[config.mk]
export PLATFORM = sky130hd
export DESIGN_NAME = accum_seq_ctrl
export DESIGN_NICKNAME = d
export VERILOG_FILES = /design/src/rtl/accum_seq_ctrl_pkg.sv /design/src/rtl/accum_seq_ctrl.sv
export SDC_FILE = /design/constraint.sdc
export NUM_CORES = 1
export LEC_CHECK = 0
export ABC_AREA = 1
export CORE_ASPECT_RATIO = 1.5
export CORE_MARGIN = 1.5
export CORE_UTILIZATION = 40
export DETAILED_ROUTE_END_ITERATION = 12
export GPL_ROUTABILITY_DRIVEN = 0
export PLACE_DENSITY = 0.82
export SETUP_SLACK_MARGIN = 0.4
export SYNTH_ARGS = -nofsm -noshare
export SYNTH_HDL_FRONTEND = slang
export SYNTH_SLANG_ARGS = --single-unit
[constraint.sdc]
create_clock -name clk -period 3.1 [get_ports clk]
set_clock_uncertainty 0.05 [all_clocks]
set_input_delay 0.62 -clock clk [delete_from_list [all_inputs] [get_ports clk]]
set_output_delay 0.62 -clock clk [all_outputs]
set_load 0.02 [all_outputs]
[src/rtl/accum_seq_ctrl_pkg.sv]
// Shared definitions for the accumulator job sequencer: default widths,
// clear value and the FSM state encoding.
package accum_seq_ctrl_pkg;

  localparam int DATA_WIDTH_DEF = 16;
  localparam int LEN_WIDTH_DEF  = 8;
  localparam int ACCUM_INIT_DEF = 0;

  typedef enum logic [1:0] {
    ST_IDLE  = 2'd0,
    ST_RUN   = 2'd1,
    ST_FLUSH = 2'd2,
    ST_DONE  = 2'd3
  } state_t;

endpackage

[src/rtl/accum_seq_ctrl.sv]
// Job sequencer for the accumulator stage. Counts cfg_len samples into the
// external accumulator (the adder lives here), then presents the final sum
// once on the result port.
//
// Handshakes: a transfer happens on a rising clk edge where valid & ready are
// both 1. The producer keeps valid and data stable until that edge; ready may
// depend on state only. in_* is the sample stream (this block is the sink),
// res_* is the result stream (this block is the source).
module accum_seq_ctrl
  import accum_seq_ctrl_pkg::*;
#(
  parameter int DATA_WIDTH = DATA_WIDTH_DEF,
  parameter int LEN_WIDTH  = LEN_WIDTH_DEF,
  parameter int ACCUM_INIT = ACCUM_INIT_DEF
) (
  input  logic                  clk,
  input  logic                  rst_n,
  input  logic [LEN_WIDTH-1:0]  cfg_len,
  input  logic                  start,
  output logic                  busy,
  input  logic                  in_valid,
  output logic                  in_ready,
  input  logic [DATA_WIDTH-1:0] in_data,
  output logic                  acc_stg_en,
  output logic [DATA_WIDTH-1:0] acc_data_in,
  input  logic [DATA_WIDTH-1:0] acc_data_out,
  output logic                  res_valid,
  input  logic                  res_ready,
  output logic [DATA_WIDTH-1:0] res_data,
  output logic                  res_ovf,
  output state_t                dbg_state
);

  localparam logic [DATA_WIDTH-1:0] INIT_VAL = DATA_WIDTH'(ACCUM_INIT);

  state_t                state_q;
  state_t                state_nxt;
  logic [LEN_WIDTH-1:0]  len_q;
  logic [LEN_WIDTH-1:0]  count_q;
  logic                  accept;
  logic                  last_accept;
  logic [DATA_WIDTH:0]   sum;

  assign dbg_state = state_q;

  // State register; reset aborts any job in flight without a result.
  always_ff @(posedge clk) begin
    if (rst_n) begin
      state_q <= ST_IDLE;
    end else begin
      state_q <= state_nxt;
    end
  end

  // Next state, stream controls and accumulator drive, all decoded from state.
  always_comb begin
    state_nxt   = state_q;
    busy        = 1'b1;
    in_ready    = 1'b0;
    res_valid   = 1'b0;
    acc_stg_en  = 1'b0;
    acc_data_in = '0;
    accept      = 1'b0;
    last_accept = 1'b0;
    sum         = {1'b0, acc_data_out};
    case (state_q)
      ST_IDLE: begin
        busy = 1'b0;
        if (start) begin
          state_nxt = (cfg_len != '0) ? ST_RUN : ST_FLUSH;
        end
      end
      ST_RUN: begin
        // stg_en stays high on stall cycles so the running sum is kept
        in_ready    = 1'b1;
        acc_stg_en  = 1'b1;
        accept      = in_valid;
        sum         = {1'b0, acc_data_out} + {1'b0, (accept ? in_data : '0)};
        acc_data_in = sum[DATA_WIDTH-1:0];
        last_accept = accept && (count_q == len_q - 1'b1);
        if (last_accept) begin
          state_nxt = ST_FLUSH;
        end
      end
      ST_FLUSH: begin
        // hold the sum one more cycle while it is copied to res_data
        acc_stg_en  = 1'b1;
        acc_data_in = acc_data_out;
        state_nxt   = ST_DONE;
      end
      ST_DONE: begin
        // stg_en low clears the accumulator for the next job
        res_valid = 1'b1;
        if (res_ready) begin
          state_nxt = ST_IDLE;
        end
      end
      default: begin
        state_nxt = ST_IDLE;
      end
    endcase
  end

  // Job bookkeeping: latched length, sample count, sticky carry and result.
  always_ff @(posedge clk) begin
    if (rst_n) begin
      len_q    <= '0;
      count_q  <= '0;
      res_data <= '0;
      res_ovf  <= 1'b0;
    end else begin
      case (state_q)
        ST_IDLE: begin
          if (start) begin
            len_q   <= cfg_len;
            count_q <= '0;
            res_ovf <= 1'b0;
          end
        end
        ST_RUN: begin
          if (accept) begin
            count_q <= count_q + 1'b1;
            res_ovf <= res_ovf | sum[DATA_WIDTH];
          end
        end
        ST_FLUSH: begin
          // an empty job never enabled the accumulator, so its result is the clear value
          res_data <= (len_q == '0) ? INIT_VAL : acc_data_out;
        end
        default: begin
        end
      endcase
    end
  end

endmodule

==> results.md <==
- Mux contribution to synthesized area: 0%
- Final #Nets: 707
- Worst EP arrival: 2.54 ns
- Slew margin rel.: between 40% and 50%
- Layout Area Growth over Synthesis: 86.0%
- Peak VDD IR: ~0.37 mV
- Synth Net Count: between 500 and 600
- Number of port buffers: between 80 and 90
- Final antenna diode count: 0
- Placed Cells: between 600 and 700
- Tmin final: 3.21 ns
- Hold Path Class: reg -> reg
- Leading area contributor after synthesis: dfxtp_1
- Hold-fix buffers at CTS: 0
- TritonCTS buffer count: 5
- Largest net degree at the start of global routing: 34
- Unrepaired setup endpoints after global routing: yes
- Ys async rst share: 0%
- Sink Count: 35
- Synth warnings: 0
- Final period util: 103%
- FF/Latch Area: between 700 and 800 sq um
- Violated checks: setup timing
- Simple-gate share of the synthesized area: 36.4%
- 1st-iter DRT viols: 282
- Layout Cells excl Fill: approximately 720
- Slew @ Worst Pin: just under 0.8 ns
- Setup crit start kind: input pin
- HPWL Detailed: approximately 7700 microns
- Initial DRT Pass Iterations: 5
- Largest family of logic cells by synthesized area: simple AND/OR/NAND/NOR gates
- Most frequent cell after synthesis: nand2_1
- Post-synth EDFFs: 0
- CTS root buf: clkbuf_8
- FMAX: ~310 MHz
- Total wire length: about 15,000 microns
- Detail Route Antenna Nets: 0
- Fillcell total: between 300 and 400
- Worst-skew pair later-pin latency: between 0.2 and 0.3 ns
- Vias in the first global route: 4,145
- Worst-path fanout max: 8
- First-pass GRT wire length: roughly 19,000 microns
- Die area: approximately 0.0078 sq mm
- Detail-routed via count per cell: roughly 6.1
- WL per Instance: between 20 and 25 microns
- Top cell type's share of synthesized area: between 20% and 30%
- Initial antenna violation count: 0
- Syn avg cell area: between 6 and 7 sq um
- Share of layout cells above drive strength 1: 41.3%
- Setup slack after layout: -0.108 ns
- Ports: 84
- Cell row count: 37
- Power per cell area: approximately 600 mW/mm^2
- Gate Count Post-Synth: ~480
- # DRC: 0
- Synth unique cells: 35
- Synth Area in Compound Gates: 17.7%
- Slew Viols, Final: 0
- Leakage Power: between 0.002 and 0.0025 uW
- Placeable Area: between 0.006 and 0.007 sq mm
- Largest buffer count on any clock path: 2
- Synth Area in Adders: between 10% and 20%
- Final TNS setup: -0.170 ns
- Crit. End Element: output port
- Reg clk slew, reported paths: roughly 0.070 ns
- H-tree depth: 2
- Commonest cells post-synth: nand2_1 (133), a21oi_1 (68), inv_1 (55)
- Final Hold Fails: 0
- FF+latch count, synth: 35
- Seq/Total Area, Yosys: 24.1%
- Main area contributors after synthesis: dfxtp_1 (24%), nand2_1 (17%), a21oi_1 (12%)
- Hold slack: between 0.4 and 0.5 ns
- XOR/XNOR share of the synthesized area: 1.80%
- Gr usage total: a little under a third
- Crit Path Class: in -> out
- Critical Path RT: roughly 2.4 ns
- CTS tree: yes
- Multi-input logic area: between 0.002 and 0.003 sq mm
- Vias: ~4,400
- Netlist Area Pre-Place: 0.00291 sq mm
- Ys flop type: dfxtp_1
- Status: complete, but fails checks
- MaxCap Viol Count: 0
- Die Ht: 108 microns
- Total grt overflow: 0
- Die span in x: 72.7 microns
- Starting Density: around two fifths
- Count of final setup violators: 5
## final cells by class
| cell class | instances | area share, % |
|---|---|---|
| timing repair buffer | 167 | 28.6 |
| clock buffer | 6 | 1.52 |
| clock inverter | 2 | 0.647 |
| tap | 78 | 1.80 |
| multi-input combinational | 371 | 50.5 |
| inverter | 58 | 4.02 |
| sequential | 35 | 12.9 |
## power breakdown
part	switching, uW	total (uW)	internal [uW]
combinational	1360	2220	856
clock	169	430	260
sequential	80.2	612	532
## routing by layer
metal	vias up	GRT usage (%)	wire [microns]
met5	-	0	0
met4	0	21.8	1400
met1	1988	32.6	4990
met3	131	3.84	1170
met2	342	58.2	7410
li1	1892	-	-
## worst paths after layout
| check | startpoint | to | slack (ns) | cells past startpoint |
|---|---|---|---|---|
| setup reg to reg | dbg_state[1]$_SDFFE_PP0P_ | count_q[6]$_SDFFE_PP0P_ | 0.99 | 11 |
| hold / removal | res_data[0]$_SDFFE_PP0P_ | res_data[0]$_SDFFE_PP0P_ | 0.43 | 2 |
| setup / recovery | in_valid | acc_data_in[12] | -0.11 | 14 |
| hold reg to reg | res_data[0]$_SDFFE_PP0P_ | res_data[0]$_SDFFE_PP0P_ | 0.43 | 2 |
## worst max-delay path, cell delays in order
cell and delay, ns:
buf_12 0.12, buf_16 0.15, nand2_4 0.07, inv_2 0.04
ha_4 0.30, a21oi_4 0.06, buf_4 0.16, o21ai_2 0.17
nand2_1 0.11, buf_4 0.15, nand4_1 0.10, nand3_2 0.12
a21oi_4 0.21, buf_6 0.15
## state kept, by name, summed over array words and instances (netlist names)
| register | cells |
|---|---|
| dbg_state | 2 |
| res_data | 16 |
| len_q | 8 |
| count_q | 8 |
| res_ovf | 1 |
## what timing repair did
item	CTS	global route
setup endpoints to repair	16	16
pin swaps	77	46
setup buffers	28	6
gates cloned	1	0
gates resized for setup	229	72
## cell families (layout without fill, tap and decap cells)
group                    Yosys count  in the layout
XOR/XNOR                           6              6
AO/OA/AOI/OAI                     99             99
flip-flops                        35             35
buffers and inverters             71            233
adder cells (fa/ha/maj)           24             24
AND/OR/NAND/NOR                  242            242
## per-stage QoR
step / power [uW] / area, sq um / setup slack [ns] / utilization, %
2_1_floorplan: 1790 / 3170 / 0.175 / -
3_3_place_gp: 2420 / 4410 / -0.794 / 63.5
3_5_place_dp: 2450 / 4410 / -0.890 / 63.5
4_1_cts: 3010 / 5120 / 0.0665 / 73.8
5_1_grt: 3390 / 5420 / -0.0858 / 78.0
6_report: 3260 / 5420 / -0.108 / 78.0
## layout by cell type, fill, tap and decap left out, types with 7 or more instances in the layout
master           instances
nor2_2                   8
nor2_1                  27
ha_1                     8
dlygate4sd2_1           20
buf_6                   30
nand2_2                 27
nand2_4                 13
nand2_1                 94
a21oi_1                 39
nand3_2                 16
inv_2                   20
ha_4                    14
inv_1                   38
nor3_1                   7
a21oi_2                 13
nand3_1                 28
o21ai_0                 11
a21oi_4                 16
dfxtp_1                 35
clkdlybuf4s50_1         38
buf_4                   66
No activity file was read; power rests on OpenSTA's default activity.
==> RTL edit (config.mk and constraints unchanged) <==
Put one more register stage on the output `dbg_state`. The value now appears one clock later. The other outputs are not delayed to match.
--- a/src/rtl/accum_seq_ctrl.sv
+++ b/src/rtl/accum_seq_ctrl.sv
@@ -43,3 +43,5 @@
 
-  assign dbg_state = state_q;
+  always_ff @(posedge clk) begin
+    dbg_state <= state_q;
+  end
 
Check against the original RTL: not equivalent (Yosys sat finds a counterexample within 4 cycles, from zero or initial values and one cycle with rst_n high).
==> RTL edit against the unedited design <==
  * Setup slack gained 120 ps
  * Design area down 3.5%
  * Synthesized area up 3.6%
  * Total power shrank 0.98%
  * Register-to-register slack lost 200 ps
  * Wire length decreased by 4.5%
  * Combinational power is essentially flat
  * Sequential share of layout area up 1.2 points
  * First-iteration DRC count increased by 39%
  * Sequential cell count is 2 higher
  * Critical path type unchanged
  * Critical endpoint is now acc_data_in[10]
==> RTL edit: results (changes against the unedited design) <==
seq pwr=0.000657 W (was 0.000612 W); total length of routed met2 wires=7.217 mm (was 7.408 mm); post-placement cell count=695 (was 674); cell area after placement=0.004472 mm2 (was 0.004407 mm2); total vias in the final route=4,257 (was 4,353); ranking of synthesized cells by area=dfxtp_1, nand2_1, a21oi_1 (unchanged); Critical Path Slowest Stage Cell=fa_2 (was ha_4); source-to-sink clock delay at the later pin of the worst-skew pair=310 ps (was 290 ps); number of global-route vias before repair=4,222 (was 4,145); Signal buf overhead=25.36% (was 28.61%); post-synthesis sequential area ratio=24.55% (was 24.05%); via/cell ratio=5.896 (was 6.071); multi-input gates=368 (was 371); global routing usage on met1=30.08% (was 32.64%); adder-cell share of the synthesized area=10.20% (was 10.57%); met3 track utilization from global routing=5.041% (was 3.839%); per-cell routed wire length=19.81 um (was 20.88 um); Worst path max stage delay=370 ps (was 300 ps); transition time of the tightest slew-check pin=777.7 ps (was 786.8 ps); maximum resistive drop on vdd=0.4004 mV (was 0.3747 mV); CTS clock-pin slew for the worst setup and hold paths=90 ps (was 70 ps); HPWL reported at the end of detailed placement=7.865 mm (was 7.680 mm); number of sequential cells=37 (was 35); total met3 wirelength after detailed routing=1.151 mm (was 1.166 mm); CP Max Fanout=5 (was 8); Sequential Area=740.7 um2 (was 700.7 um2); Well Taps=100 (was 78); total internal power=0.001578 W (was 0.001648 W); Met1 Wirelength=4.725 mm (was 4.991 mm); first-pass GRT wire length=19.17 mm (was 19.30 mm); run status=completed (was finished, violations left); Total Routing Usage GR=30.69% (was 31.83%); Cells after Synth=482 (was 477); number of distinct library cell variants in the gate-level netlist after synthesis=41 (was 35); Post-Place Setup Slack=-977.6 ps (was -889.8 ps); Pleak=2.314 nW (was 2.393 nW); area share of xor/xnor cells in the synthesized design=0.8710% (was 1.804%); net switching power=0.001648 W (was 0.001609 W); non-clock inverter count in the final layout=63 (was 58); area of all placed cells without fillers=0.005230 mm2 (was 0.005419 mm2); top cells by count, synth=nand2_1, a21oi_1, inv_1, nand3_1, dfxtp_1 (was nand2_1, a21oi_1, inv_1, nand3_1, nor2_1); count of non-CTS buffers in the layout=146 (was 167)
-- RTL edit: cell count changes after synthesis, moves of 2 or more --
cell	change
nor2_2	+4
nand4_1	-2
nand2_1	-6
inv_1	+4
dfxtp_1	+2
xnor2_1	-2
nand2_2	+2
nor2_1	-9
a21o_1	+3
clkbuf_1	+2
-- RTL edit: path summary, 6_finish.rpt --
| kind | end | from | slack, ps | depth (start not counted) |
|---|---|---|---|---|
| worst min register to register | dbg_state[0]$_DFF_P_ | state_q[0]$_SDFFE_PP0P_ | 390 | 0 |
| worst max-delay path | acc_data_in[10] | in_valid | 10 | 14 |
| worst min-delay path | dbg_state[0]$_DFF_P_ | state_q[0]$_SDFFE_PP0P_ | 390 | 0 |
| worst max register to register | count_q[6]$_SDFFE_PP0P_ | state_q[1]$_SDFFE_PP0P_ | 790 | 11 |
-- RTL edit: repair_timing --
item                                    in CTS  in global routing
resized for setup                          219                 57
endpoints found under the setup margin      16                 15
setup buffers                               11                  8
hold endpoints to repair                     0                  0
pin swaps                                   74                 61
